$ cat src/rtl/regfile_wb_scheduler_pkg.sv
// Shared register-file parameters and the write-back request record used by
// the write-back scheduler.
package regfile_pkg;

    localparam int REG_ADDR_W = 5;
    localparam int XLEN       = 32;
    localparam int NUM_REGS   = 32;

    typedef struct packed {
        logic                  valid;
        logic [REG_ADDR_W-1:0] addr;
        logic [XLEN-1:0]       data;
    } wb_req_t;

endpackage

$ cat src/rtl/regfile_wb_scheduler_rr_arbiter2.sv
// Two-input round-robin arbiter: on a contest the requester that did not win
// last time is granted. Grants are combinational and forced low during reset.
module rr_arbiter2 (
    input  logic clk,
    input  logic rst,
    input  logic req0,
    input  logic req1,
    output logic gnt0,
    output logic gnt1
);

    // 1 = requester 1 won last, so requester 0 wins the first contest.
    logic last_grant;

    always_comb begin
        gnt0 = !rst && req0 && (!req1 || last_grant);
        gnt1 = !rst && req1 && (!req0 || !last_grant);
    end

    // NOTE: sequential state uses non-blocking assignments so every flop
    // samples the pre-edge values regardless of block ordering.
    always_ff @(posedge clk) begin
        if (rst) begin
            last_grant <= 1'b1;
        end else if (gnt0 || gnt1) begin
            last_grant <= gnt1;
        end
    end

endmodule

$ cat src/rtl/regfile_wb_scheduler.sv
// Write-back scheduler: round-robin merge of two write-back requesters onto the
// register-file write port plus a per-register pending-write scoreboard.
// Optional feature macro REGFILE_WB_BYPASS_EN clears busy in the cycle of the
// last outstanding write.
module regfile_wb_scheduler
    import regfile_pkg::*;
#(
    parameter int CNT_W = 2
) (
    input  logic                  clk,
    input  logic                  rst,
    input  logic                  issue_ena,
    input  logic [REG_ADDR_W-1:0] issue_addr,
    output logic                  issue_ready,
    input  logic                  wb0_valid,
    input  logic [REG_ADDR_W-1:0] wb0_addr,
    input  logic [XLEN-1:0]       wb0_data,
    output logic                  wb0_ready,
    input  logic                  wb1_valid,
    input  logic [REG_ADDR_W-1:0] wb1_addr,
    input  logic [XLEN-1:0]       wb1_data,
    output logic                  wb1_ready,
    output logic                  wr_ena,
    output logic [REG_ADDR_W-1:0] wr_addr,
    output logic [XLEN-1:0]       wr_data,
    input  logic [REG_ADDR_W-1:0] rd_addr0,
    input  logic [REG_ADDR_W-1:0] rd_addr1,
    output logic                  busy0,
    output logic                  busy1,
    output logic                  sb_err
);

    localparam logic [CNT_W-1:0] CNT_MAX = '1;
    localparam logic [CNT_W-1:0] CNT_ONE = CNT_W'(1);

    wb_req_t req0, req1, sel;
    logic    gnt0, gnt1, issue_fire;
    logic [NUM_REGS-1:0]            inc_vec, dec_vec;
    logic [NUM_REGS-1:0][CNT_W-1:0] cnt;

    rr_arbiter2 u_arb (
        .clk  (clk),
        .rst  (rst),
        .req0 (req0.valid),
        .req1 (req1.valid),
        .gnt0 (gnt0),
        .gnt1 (gnt1)
    );

    // Entry 0 of cnt is held at zero, so x0 never reads busy or blocks issue.
    function automatic logic is_busy(input logic [REG_ADDR_W-1:0] addr);
        logic b;
        b = !rst && (cnt[addr] != '0);
`ifdef REGFILE_WB_BYPASS_EN
        if (wr_ena && wr_addr == addr && cnt[addr] == CNT_ONE) b = 1'b0;
`endif
        return b;
    endfunction

    // NOTE: every always_comb output gets a default first so no path leaves a
    // signal unassigned and infers a latch.
    always_comb begin
        req0        = '{valid: wb0_valid, addr: wb0_addr, data: wb0_data};
        req1        = '{valid: wb1_valid, addr: wb1_addr, data: wb1_data};
        sel         = gnt1 ? req1 : req0;
        wb0_ready   = gnt0;
        wb1_ready   = gnt1;
        wr_ena      = (gnt0 || gnt1) && sel.valid && (sel.addr != '0);
        wr_addr     = sel.addr;
        wr_data     = sel.data;
        issue_ready = !rst && (issue_addr == '0 || cnt[issue_addr] != CNT_MAX);
        issue_fire  = issue_ena && issue_ready && (issue_addr != '0);
        busy0       = is_busy(rd_addr0);
        busy1       = is_busy(rd_addr1);

        inc_vec = '0;
        dec_vec = '0;
        if (issue_fire) inc_vec[issue_addr] = 1'b1;
        if (wr_ena && cnt[wr_addr] != '0) dec_vec[wr_addr] = 1'b1;
    end

    // NOTE: the counters are plain flops read combinationally every cycle, not
    // a RAM, so they are reset like any other control state.
    always_ff @(posedge clk) begin
        if (rst) begin
            cnt    <= '0;
            sb_err <= 1'b0;
        end else begin
            cnt[0] <= '0;
            for (int i = 1; i < NUM_REGS; i++) begin
                if (inc_vec[i] && !dec_vec[i]) cnt[i] <= cnt[i] + 1'b1;
                else if (dec_vec[i] && !inc_vec[i]) cnt[i] <= cnt[i] - 1'b1;
            end
            // A write-back with no matching issue means the pipeline lost track.
            if (wr_ena && cnt[wr_addr] == '0) sb_err <= 1'b1;
        end
    end

endmodule
$ cat config.mk
export PLATFORM = sky130hd
export DESIGN_NAME = regfile_wb_scheduler
export DESIGN_NICKNAME = d
export VERILOG_FILES = /design/src/rtl/regfile_wb_scheduler_pkg.sv /design/src/rtl/regfile_wb_scheduler_rr_arbiter2.sv /design/src/rtl/regfile_wb_scheduler.sv
export SDC_FILE = /design/constraint.sdc
export NUM_CORES = 1
export LEC_CHECK = 0
export ABC_AREA = 1
export CAP_MARGIN = 20
export CORE_ASPECT_RATIO = 1.25
export CORE_MARGIN = 2
export CORE_UTILIZATION = 45
export DETAILED_ROUTE_END_ITERATION = 8
export GPL_TIMING_DRIVEN = 0
export HOLD_SLACK_MARGIN = 0.15
export PLACE_DENSITY = 0.72
export SETUP_SLACK_MARGIN = 0.5
export SLEW_MARGIN = 20
export SYNTH_ARGS = -nofsm -noshare
export SYNTH_HDL_FRONTEND = slang
export SYNTH_SLANG_ARGS = --single-unit
$ cat constraint.sdc
create_clock -name clk -period 5.8 [get_ports clk]
set_clock_uncertainty 0.2 [all_clocks]
set_input_delay 1.16 -clock clk [delete_from_list [all_inputs] [get_ports clk]]
set_output_delay 1.16 -clock clk [all_outputs]
set_load 0.01 [all_outputs]
; ---- Word level (Yosys, flattened, before mapping)
; Cells that the tools add are included.
[classes]
n_addsub = 62
n_reduce_logical = 185
magnitude_cmp = 6
n_eq_ne = 1
n_mux = 77
[op_table]
columns = cell, n
row1 = $mux 2, 66
row2 = $logic_and 1x1->1, 77
row3 = $reduce_bool 2->1, 34
row4 = $logic_not 1->1, 66
row5 = $mux 32, 2
row6 = $add 2x1->2 const B, 31
row7 = $sub 2x1->2 const B, 31
row8 = $bmux 2 s5, 4
row9 = $mux 38, 1
row10 = $lt 5x6->1 const B, 4
row11 = $demux 1 s5, 2
row12 = $ge 5x1->1 const B, 2
row13 = $reduce_bool 5->1, 2
row14 = $logic_not 5->1, 1
row15 = $logic_or 1x1->1, 4
row16 = $logic_not 2->1, 1
row17 = $mux 1, 2
row18 = $ne 2x2->1 const B, 1
[word_totals]
word_cells = 365
register_bits = 66
inputBits = 94

; ---- Depth between registers and ports, before layout
; Gate-level depths: netlist of the first run.
[logic_depth]
word_depth = 12
depth_mapped = 23
ltp_nobuf = 20

; ---- By module
; From an unflattened synthesis of the first run, not the netlist that was laid out.
[unflattened]
cells_unflattened = 1045
area_unflattened_um2 = 6039.5
[modules_own_cells]
columns = mod, n_inst, cells_each, seq_area_each_um2, area_per_inst_um2
row1 = regfile_wb_scheduler, 1, 1031, 1261.2, 5964.5
row2 = rr_arbiter2, 1, 14, 20.0, 75.1

; ---- Worst setup path before layout of the first run
; Ideal clock, no wire load.
[synth_timing]
kind = input-to-output
startpoint = in rst
endpoint = out wr_ena
required_time_ps = 4440
arrival_time_ps = 2591
cell_stages = 10
n_path_buf = 3
slack_ps = 1849
path_cell_list = buf_4 > inv_4 > nand3_4 > nand2_1 > o21ai_4 > inv_2 > buf_2 > nor2_2 > a21oi_2 > buf_2
[synth_between]
elab_chain_len = 6
elab_cells_between_ends = 10
[synth_lines]
columns = item, line_no
row1 = from (decl), regfile_wb_scheduler.sv:11  ; input logic rst,
row2 = $logic_not 1->1, regfile_wb_scheduler_rr_arbiter2.sv:17  ; gnt1 = !rst && req1 && (!req0 || !last_grant);
row3 = $logic_and 1x1->1 (2 in a row), regfile_wb_scheduler_rr_arbiter2.sv:17
row4 = $mux 38, regfile_wb_scheduler.sv:65  ; sel = gnt1 ? req1 : req0;
row5 = named net wr_addr[1], regfile_wb_scheduler.sv:24  ; output logic [REG_ADDR_W-1:0] wr_addr,
row6 = $reduce_bool 5->1, regfile_wb_scheduler.sv:68  ; wr_ena = (gnt0 || gnt1) && sel.valid && (sel.addr != '0);
row7 = $logic_and 1x1->1, regfile_wb_scheduler.sv:68
row8 = to (decl), regfile_wb_scheduler.sv:23  ; output logic wr_ena,
; The timed path passes the listed nets, and every way through them passes these cells.

; ---- Worst setup path after layout of the first run
[layout_timing]
startpoint = in issue_addr[1]
endpoint = out issue_ready
[layout_between]
elab_chain_len = 5
elab_cells_between_ends = 6
[layout_lines]
columns = item, line_no
row1 = from (decl), regfile_wb_scheduler.sv:13  ; input logic [REG_ADDR_W-1:0] issue_addr,
row2 = $bmux 2 s5, regfile_wb_scheduler.sv:71  ; issue_ready = !rst && (issue_addr == '0 || cnt[issue_addr] != CNT_MAX);
row3 = $mux 2 (not written as such), regfile_wb_scheduler.sv:71
row4 = $ne 2x2->1, regfile_wb_scheduler.sv:71
row5 = $logic_or 1x1->1 *, regfile_wb_scheduler.sv:71
row6 = $logic_and 1x1->1 *, regfile_wb_scheduler.sv:71
row7 = to (decl), regfile_wb_scheduler.sv:14  ; output logic issue_ready,
; Mark *: on every way between the ends. The rest lies on a longest branch, timed or not. The select of a mux whose other input is x is not followed.

==> results.py, run 1 <==
metrics = {
    "yosys": {
        "synth.top_cell.area_share": 0.218,
        "synthTopCellsByCount": "nand2_1 (310), o21ai_0 (107), inv_1 (100)",
        "synth_edf_count": 0,
        "yosysTopAreaCell": "dfxtp_1",
        "ys_ff_latch": 64,
        "synth_area_leaders": "dfxtp_1 (22%), nand2_1 (20%), o21ai_0 (9.1%)",
        "ys_seq_area_frac": 0.218,
        "ys.warnings.count": 0,
        "syn_area_per_cell_um2": 5.91,
        "yosysUniqueCellTypes": 38,
        "syn_nets": 1121,
        "synth_area_um2": 5890,
        "synth_most_common_cell": "nand2_1",
        "netlist_instances": 996,
        "async_flop_share": 0,
        "synth-main-ff-cell": "dfxtp_1",
    },
    "cts": {
        "cts_setup_buffers": 0,
        "clock_sink_count": 64,
        "clock_latency_ns": 0.34,
        "clk_pin_slew_worst_paths_ns": 0.06,
        "h-tree-depth": 3,
        "cts_tree": "done",
        "cts_buffers": 9,
        "root_buffer": "clkbuf_16",
        "clock_path_buffers": 2,
    },
    "cells_and_area": {
        "fin_util": 0.614,
        "syn2layout_area_growth_pct": 32.7,
        "insertedDiodeCount": 0,
        "fin_nets": 1268,
        "drive_gt1_frac": 0.0627,
        "final_cells": 1316,
    },
    "hold_path": {
        "hold_depth": 2,
        "hold_start": "sb_err$_SDFFE_PP0P_",
        "min_to": "sb_err$_SDFFE_PP0P_",
        "hold_path.class": "reg2reg",
    },
    "sta": {
        "setup_slack_ns": 0.579,
        "finalSetupTns_ns": 0,
        "grt_setup_unrepaired": "yes",
        "hold_viol": 0,
        "period_needed_ns": 5.22,
        "tightestPinTransition_ns": 0.756,
        "finalCritPeriodShare": 0.900,
        "final_max_slew_viol_count": 0,
        "fmax_mhz": 192,
        "relSlewSlack": 0.494,
        "setup_viol": 0,
    },
    "placed_design": {
        "hpwl_mm": 19.9,
        "place_congestion": 1.03,
        "pre_cts_slack_ns": 0.470,
        "port_buffers": 136,
        "place_inst": 1300,
    },
    "setup_path": {
        "cp-start-kind": "input pin",
        "critPathMaxFanout": 6,
        "path_class": "in2out",
        "reg2reg_from": "cnt[25]$_SDFFE_PP0P_",
        "reg2regPathDepth": 14,
        "cp_data_arrival_time_ns": 3.86,
        "endpoint_kind": "output pin",
        "r2r_setup_slack_ns": 1.93,
        "worstPathRequired_ns": 4.44,
        "worstReg2RegEnd": "cnt[11]$_SDFFE_PP0P_",
    },
    "power": {
        "clkPwrFrac": 0.414,
        "peakVddDrop_v": 0.000135,
        "p_int_mw": 1.02,
        "comb_power_share": 0.282,
        "finalPower_mw": 1.50,
        "power_switching_mw": 0.482,
        "p_seq_frac": 0.304,
        "switching_share": 0.322,
        "leakagePower_nw": 3.38,
        "power.density_nw_per_um2": 192,
    },
    "floorplan": {
        "fp.dieW_um": 106,
        "die_y_um": 132,
        "core-area_um2": 12700,
        "die_area_um2": 14000,
        "initial_core_util": 0.463,
        "rows": 46,
        "num_io_pins": 138,
    },
    "drt": {
        "ant_nets": 0,
        "wl_per_cell_um": 19.4,
        "drt_pre_antenna_iters": 7,
        "drc": 0,
        "vias_per_cell": 5.74,
        "first_iter_violations": 724,
        "dr_total_vias": 7552,
        "finalWirelength_mm": 25.5,
    },
    "grt": {
        "grt_max_degree": 13,
        "grt_pass1_wl_mm": 38.3,
        "grt_pass1_vias": 6907,
        "antenna_found_initial": 0,
        "gr-total-overflow": 0,
        "grt_usage": 0.357,
    },
    "outcome": {
        "status": "finished, final reports clean",
    },
    "run": {
        "max-cap-violations": 0,
    },
}
[state kept, by name (all words and copies together) (netlist names)]
register / count
cnt: 62
sb_err: 1
u_arb.last_grant: 1
[timing repair]
action                                  4_1_cts  5_1_grt
resized for setup                             2        9
cloned                                        0        0
endpoints found under the setup margin        2        4
hold buffers                                  0        0
[worst max-delay path, stage by stage]
cell             delay (ns)
clkdlybuf4s50_1        0.54
nor2_1                 0.09
inv_1                  0.20
o21ai_0                0.12
o21ai_0                0.28
o21ai_0                0.14
nor3_1                 0.29
nand3_1                0.21
a21oi_1                0.24
clkdlybuf4s50_1        0.58
[cell type report]
class	count	area (µm²)
fill	1267	4900
multi-input combinational	790	4050
timing repair buffer	136	1360
sequential	64	1280
inverter	110	418
clock buffer	10	239
tap	168	210
buffer	32	169
clock inverter	6	91.3
[worst max-delay path by stage]
stage / start / end / slack (ns)
after global routing: issue_addr[1] / issue_ready / 0.49
after floorplan: rst / wr_ena / 1.85
final: issue_addr[1] / issue_ready / 0.58
after detailed placement: wb0_valid / wr_ena / 0.47
after CTS: wb0_valid / wr_ena / 0.52
after global placement: wb0_valid / wr_ena / 0.45
[power groups by stage]
stage	Clock (mW)	Combinational (mW)	Sequential, mW
5_1_grt	0.637	0.452	0.456
3_3_place_gp	0	0.406	0.465
2_1_floorplan	0	0.215	0.464
3_5_place_dp	0	0.408	0.465
4_1_cts	0.619	0.410	0.456
6_report	0.619	0.422	0.456
[stage by stage]
stage / hold slack (ns) / instance area, µm²
after global placement: 0.240 / 7460
after CTS: 0.250 / 7790
after detailed placement: 0.241 / 7460
after floorplan: 0.265 / 5890
after global routing: 0.270 / 7820
final: 0.245 / 7820
[logic make-up (layout without fill, tap and decap cells)]
logic type | count (synthesis) | count (layout) | share of synthesized area
compound gates | 249 | 249 | 0.238
xor+xnor | 21 | 21 | 0.0312
fa+ha+maj | 31 | 31 | 0.0659
buf+inv | 142 | 294 | 0.0984
flops | 64 | 64 | 0.218
simple gates | 489 | 489 | 0.349
[layer usage]
metal	share of wire	wire length, µm	vias to the layer above	track usage
li1	-	-	3630	-
met1	0.37	9510	3344	0.418
met2	0.45	11400	463	0.579
met3	0.096	2440	115	0.0652
met4	0.083	2120	0	0.256
met5	0	0	-	0
[cell usage in the layout (no fill, tap or decap), types with 11 or more instances in the layout]
| cell | count |
|---|---|
| nand2_1 | 309 |
| clkdlybuf4s50_1 | 136 |
| o21ai_0 | 106 |
| inv_1 | 100 |
| a21oi_1 | 87 |
| nor2_1 | 72 |
| dfxtp_1 | 64 |
| nand3_1 | 37 |
| ha_1 | 31 |
| nand4_1 | 30 |
| xor2_1 | 21 |
| o22ai_1 | 20 |
| nor3_1 | 15 |
| clkbuf_1 | 14 |
| nand2_2 | 12 |
| buf_2 | 11 |
(Power assumes the default switching activity.)
==> run 2, diff against run 1 <==
--- a/config.mk
+++ b/config.mk
@@ -14,8 +14,9 @@
 export GPL_TIMING_DRIVEN = 0
 export HOLD_SLACK_MARGIN = 0.15
-export PLACE_DENSITY = 0.72
+export PLACE_DENSITY = 0.75
 export SETUP_SLACK_MARGIN = 0.5
 export SLEW_MARGIN = 20
 export SYNTH_ARGS = -nofsm -noshare
 export SYNTH_HDL_FRONTEND = slang
+export SYNTH_HIERARCHICAL = 1
 export SYNTH_SLANG_ARGS = --single-unit
==> constraint.sdc (replaced) <==
create_clock -name clk -period 4.45 [get_ports clk]
set_clock_uncertainty 0.2 [all_clocks]
set_input_delay 0.89 -clock clk [delete_from_list [all_inputs] [get_ports clk]]
set_output_delay 0.89 -clock clk [all_outputs]
set_load 0.05 [all_outputs]
==> run 2 against run 1 <==
Net effect:
- sequential share of layout area fell by 1.5 points
- register-to-register slack worse by 0.90 ns
- wire length up 16%
- first-iteration DRC count grew 46%
- sequential cell count unchanged
- utilization up 3.8 points
- clock power up 15%
- power is 39% higher
- clock-buffer cell count rose by 2
- critical path type unchanged
- highest routed layer unchanged
==> results.py, run 2 <==
metrics = {
    "outcome": {
        "status": "finished, final reports clean",
    },
    "sta": {
        "tightestPinTransition_ns": 0.977,
        "fmax_mhz": 253,
        "hold_viol": 0,
        "final_max_slew_viol_count": 0,
        "finalCritPeriodShare": 0.887,
        "worst_hold_slack_ns": 0.252,
        "setup_viol": 0,
        "grt_setup_unrepaired": "yes",
        "period_needed_ns": 3.95,
        "relSlewSlack": 0.346,
    },
    "setup_path": {
        "endpoint_kind": "output pin",
        "critPathMaxFanout": 10,
        "cp_data_arrival_time_ns": 2.86,
        "cp-start-kind": "input pin",
        "path_class": "in2out",
        "worstPathRequired_ns": 3.36,
    },
    "placed_design": {
        "place_area_um2": 7630,
        "place_congestion": 1.03,
        "place_inst": 1352,
        "port_buffers": 136,
        "hpwl_mm": 22.0,
    },
    "cells_and_area": {
        "largest_register": "cnt",
        "syn2layout_area_growth_pct": 42.3,
        "fin_nets": 1350,
        "stdcell_area_um2": 8590,
        "layout_commonest_cell": "nand2_1",
        "largest_reg_flops": 62,
        "final_cell_mix": "nand2_1 (349), inv_1 (95), clkdlybuf4s50_1 (93)",
        "top_regs": "cnt: 62 flops, sb_err: 1 flops, u_arb/last_grant: 1 flops",
        "final_cells": 1402,
        "drive_gt1_frac": 0.131,
        "fin_util": 0.652,
    },
    "cts": {
        "root_buffer": "clkbuf_16",
        "cts_buffers": 9,
        "clock_latency_ns": 0.34,
        "clock_path_buffers": 2,
        "h-tree-depth": 3,
        "clock_sink_count": 64,
        "cts_tree": "done",
        "clk_pin_slew_worst_paths_ns": 0.05,
    },
    "drt": {
        "vias_per_cell": 5.74,
        "dr_total_vias": 8047,
        "wl_per_cell_um": 21.1,
        "ant_nets": 0,
        "drc": 0,
        "drt_pre_antenna_iters": 6,
        "first_iter_violations": 1059,
        "finalWirelength_mm": 29.5,
    },
    "yosys": {
        "synth_area_leaders": "nand2_1 (22%), dfxtp_1 (21%), o21ai_0 (10%)",
        "ys_seq_area_frac": 0.212,
        "synth-main-ff-cell": "dfxtp_1",
        "syn_nets": 1170,
        "yosysUniqueCellTypes": 34,
        "synth_top_family_by_area": "simple AND/OR/NAND/NOR gates",
        "muxShareOfSynthArea": 0,
        "netlist_instances": 1045,
        "synth_area_um2": 6040,
        "async_flop_share": 0,
        "synth_xor_area_frac": 0.0450,
        "yosysTopAreaCell": "nand2_1",
        "ys.warnings.count": 6,
        "synth_edf_count": 0,
        "synth_most_common_cell": "nand2_1",
        "synth_fa_ha_area_frac": 0.0642,
        "ys_ff_latch": 64,
        "synth-compound-area-share": 0.200,
        "synth.top_cell.area_share": 0.223,
        "syn_area_per_cell_um2": 5.78,
        "yosys.area_share.simple": 0.381,
        "synthTopCellsByCount": "nand2_1 (359), o21ai_0 (122), inv_1 (100)",
    },
    "power": {
        "power.density_nw_per_um2": 243,
        "leakagePower_nw": 3.73,
        "finalPower_mw": 2.08,
        "peakVddDrop_v": 0.000160,
    },
    "grt": {
        "grt_pass1_vias": 7642,
        "antenna_found_initial": 0,
        "grt_pass1_wl_mm": 42.5,
        "grt_usage": 0.401,
        "gr-total-overflow": 0,
        "grt_max_degree": 11,
    },
    "hold_path": {
        "hold_path.class": "reg2reg",
    },
    "floorplan": {
        "die_area_um2": 14400,
        "fp.dieW_um": 108,
        "initial_core_util": 0.458,
        "die_y_um": 134,
        "rows": 47,
        "num_io_pins": 138,
        "core-area_um2": 13200,
    },
    "run": {
        "max-cap-violations": 0,
    },
}
## run 2: cell families (layout without fill, tap and decap cells)
logic type | Yosys count | in the layout
and+or+nand+nor | 555 | 555
AOI/OAI and AO/OA | 223 | 223
buffers and inverters | 141 | 326
DFF | 64 | 64
adders and majority gates | 31 | 31
xor gates and xnor gates | 31 | 31
other | 0 | 1
## run 2: per-layer routing
layer / track usage / vias up / wire (µm)
li1: - / 3806 / -
met1: 0.438 / 3506 / 10300
met2: 0.654 / 559 / 13200
met3: 0.0964 / 176 / 3100
met4: 0.325 / 0 / 2890
met5: 0 / - / 0
## run 2: stage by stage
| stage | TNS (ns) | setup WS [ns] |
|---|---|---|
| after global placement | -15.83 | -0.678 |
| after detailed placement | -17.05 | -0.682 |
| final | 0 | 0.503 |
| after floorplan | 0 | 0.605 |
| after CTS | 0 | 0.280 |
| after global routing | 0 | 0.401 |
## run 2: final timing paths
| kind | start | endpoint | slack (ns) | cells after the start |
|---|---|---|---|---|
| min | sb_err$_SDFFE_PP0P_ | sb_err$_SDFFE_PP0P_ | 0.25 | 2 |
| max reg2reg | u_arb/last_grant$_SDFFE_PP1P_ | cnt[58]$_SDFFE_PP0P_ | 1.03 | 21 |
| max | rst | busy1 | 0.50 | 7 |
| min reg2reg | sb_err$_SDFFE_PP0P_ | sb_err$_SDFFE_PP0P_ | 0.25 | 2 |
## run 2: power by group
part | total, mW | switching, mW | internal (mW) | leakage, nW
Clock | 0.709 | 0.278 | 0.432 | 0.140
Sequential | 0.594 | 0.0102 | 0.584 | 0.517
Combinational | 0.782 | 0.501 | 0.280 | 3.08
## run 2: critical path: stages
cell and delay, ns:
dlygate4sd2_1 0.23, clkbuf_1 0.65, inv_1 0.39, buf_2 0.31
nand2_1 0.09, nor2_1 0.04, clkbuf_2 0.23
## run 2: timing repair
item	in CTS	in global routing
setup buffers	15	14
gates resized for setup	154	90
setup endpoints to repair	101	58
pin swaps	10	29
hold buffers	0	0
cloned	1	3
## run 2: layout make-up
cell class	instances	area [µm²]
Tap cell	171	214
Buffer	36	289
Inverter	105	400
Clock buffer	12	236
Fill cell	1283	4580
Sequential cell	64	1280
Multi-Input combinational cell	840	4490
Clock inverter	4	45.0
Antenna cell	1	2.50
Timing Repair Buffer	169	1640
==> run 3, diff against run 2 <==
Settings changed: CELL_PAD_IN_SITES_DETAIL_PLACEMENT set to 1, CELL_PAD_IN_SITES_GLOBAL_PLACEMENT set to 2, CORE_MARGIN 2 to unset, CORE_UTILIZATION 45 to 23, SKIP_CTS_REPAIR_TIMING set to 1.
==> run 3 against run 2 <==
Net effect:
- non-clock buffer count grew 17
- utilization shrank 29 points
- wire length grew 16%
- clock-buffer cell count shrank 1
- cell area grew 6.6%
- register-to-register slack is essentially flat
- die area grew 87%
- power grew 4.8%
- first-iteration DRC count shrank 50%
- sequential power is essentially flat
- clock power grew 4.5%
- largest cell class unchanged
- highest routed layer unchanged
==> results.py, run 3 (synthesized netlist as in run 2, its figures left out) <==
metrics = {
    "cts": {
        "h-tree-depth": 3,
        "clock_latency_ns": 0.36,
        "clk_pin_slew_worst_paths_ns": 0.06,
        "cts_buffers": 9,
        "root_buffer": "clkbuf_16",
        "clock_path_buffers": 2,
        "cts_tree": "done",
        "clock_sink_count": 64,
    },
    "power": {
        "p_seq_frac": 0.272,
        "peakVddDrop_v": 0.000114,
        "switching_share": 0.386,
        "comb_power_share": 0.389,
        "p_int_mw": 1.34,
        "clkPwrFrac": 0.339,
        "power_switching_mw": 0.843,
        "leakagePower_nw": 4.15,
        "power.density_nw_per_um2": 238,
    },
    "setup_path": {
        "worstPathCellList": "dlymetal6s2s_1 -> inv_1 -> nor2_4 -> clkbuf_4 -> nand2_1 -> o21ai_0 -> o21ai_1 -> nand2_1 -> nor2_1 -> nand2_1 -> a21oi_1 -> buf_4",
        "cp-start-kind": "input pin",
        "slowest_delay_ns": 0.30,
        "cp_data_arrival_time_ns": 2.89,
        "crit_family": "buffers and inverters",
        "critPathSlowestCell": "o21ai_1",
        "path_class": "in2out",
        "crit_top_cell": "nand2_1",
        "crit_buf_inv": 4,
        "endpoint_kind": "output pin",
        "critPathMaxFanout": 10,
        "worstPathRequired_ns": 3.36,
    },
    "sta": {
        "grt_setup_unrepaired": "yes",
        "relSlewSlack": 0.545,
        "period_needed_ns": 3.98,
        "final_max_slew_viol_count": 0,
        "finalCritPeriodShare": 0.895,
        "worst_hold_slack_ns": 0.257,
        "tightestPinTransition_ns": 0.683,
        "fmax_mhz": 251,
        "setup_viol": 0,
        "hold_viol": 0,
    },
    "cells_and_area": {
        "largest_reg_flops": 62,
        "largest_register": "cnt",
        "fin_util": 0.359,
        "fin_nets": 1369,
        "insertedDiodeCount": 0,
        "layout_commonest_cell": "nand2_1",
        "drive_gt1_frac": 0.140,
        "final_cell_mix": "nand2_1 (345), inv_1 (94), clkdlybuf4s50_1 (93)",
        "stdcell_area_um2": 9160,
        "syn2layout_area_growth_pct": 51.7,
        "top_regs": "cnt: 62 flops, sb_err: 1 flops, u_arb/last_grant: 1 flops",
    },
    "floorplan": {
        "fp.dieW_um": 147,
        "die_y_um": 183,
        "die_area_um2": 26900,
        "rows": 65,
        "initial_core_util": 0.237,
        "core-area_um2": 25500,
        "num_io_pins": 138,
    },
    "grt": {
        "grt_pass1_wl_mm": 48.9,
        "grt_max_degree": 11,
        "grt_usage": 0.248,
        "grt_pass1_vias": 7886,
        "gr-total-overflow": 0,
        "antenna_found_initial": 0,
    },
    "placed_design": {
        "place_congestion": 0.941,
        "port_buffers": 136,
        "place_area_um2": 7830,
        "hpwl_mm": 24.9,
    },
    "drt": {
        "drc": 0,
        "finalWirelength_mm": 34.4,
        "wl_per_cell_um": 21.7,
        "drt_pre_antenna_iters": 5,
        "dr_total_vias": 8035,
        "first_iter_violations": 532,
        "ant_nets": 0,
        "vias_per_cell": 5.08,
    },
    "outcome": {
        "status": "finished, final reports clean",
    },
    "hold_path": {
        "hold_path.class": "reg2reg",
    },
    "run": {
        "max-cap-violations": 0,
    },
}
run 3: changes by cell type in the layout (fill, tap and decap cells not counted), sizes merged, moves of 5 or more:
cell / delta
dlymetal6s2s: +33
buf: +16
clkbuf: -6
clkdlybuf4s15: -5
dlygate4sd2: -21
run 3: final timing paths:
path / end / startpoint / cells past startpoint / slack, ns
worst max-delay path: issue_ready / issue_addr[1] / 12 / 0.47
worst min-delay path: sb_err$_SDFFE_PP0P_ / sb_err$_SDFFE_PP0P_ / 2 / 0.26
worst max register to register: cnt[59]$_SDFFE_PP0P_ / u_arb/last_grant$_SDFFE_PP1P_ / 24 / 1.03
worst min register to register: sb_err$_SDFFE_PP0P_ / sb_err$_SDFFE_PP0P_ / 2 / 0.26
run 3: through the flow:
stage / worst slack, ns / power [mW] / TNS (ns) / cells
after floorplan: 0.605 / 0.977 / 0 / 1045
after global placement: -0.846 / 1.29 / -36.98 / 1516
after detailed placement: -0.843 / 1.29 / -37.70 / 1516
after CTS: -0.851 / 2.04 / -16.35 / 1531
after global routing: 0.364 / 2.26 / 0 / 1583
final: 0.468 / 2.18 / 0 / 1583
run 3: layout make-up:
class | instances | area [µm²]
inverters | 105 | 407
fillers | 3308 | 16400
flip-flops and latches | 64 | 1280
repair buffers | 186 | 1920
clock inverters | 4 | 45.0
clock buffers | 11 | 243
multi-input cells | 842 | 4540
plain buffers | 36 | 305
well taps | 335 | 419
run 3: power groups by stage:
stage | logic (mW) | clock network, mW | registers [mW]
after CTS | 0.691 | 0.755 | 0.594
final | 0.849 | 0.741 | 0.594
after global placement | 0.687 | 0 | 0.606
after global routing | 0.886 | 0.779 | 0.595
after detailed placement | 0.688 | 0 | 0.606
after floorplan | 0.371 | 0 | 0.606
run 3: worst register-to-register path, stage by stage (launching register included):
cell	delay, ns
dfxtp_1	0.33
nand2_1	0.09
inv_2	0.06
nor2_4	0.17
inv_2	0.06
buf_6	0.15
nand2_8	0.09
nand2_8	0.09
buf_12	0.16
nand2_1	0.05
nand2_1	0.04
nand2_1	0.05
nand2_1	0.06
nand2_2	0.11
nand2_1	0.08
nor2_2	0.13
nand2_2	0.15
nand2_8	0.15
clkbuf_16	0.17
nand4_1	0.14
ha_1	0.38
a21oi_1	0.12
o21ai_1	0.10
o21ai_1	0.13
a21oi_1	0.05
run 3: layer usage:
| metal | GRT usage | vias up | share of wire |
|---|---|---|---|
| met2 | 0.430 | 359 | 0.48 |
| li1 | - | 3837 | - |
| met5 | 0 | - | 0 |
| met3 | 0.0468 | 96 | 0.072 |
| met1 | 0.294 | 3743 | 0.40 |
| met4 | 0.112 | 0 | 0.056 |
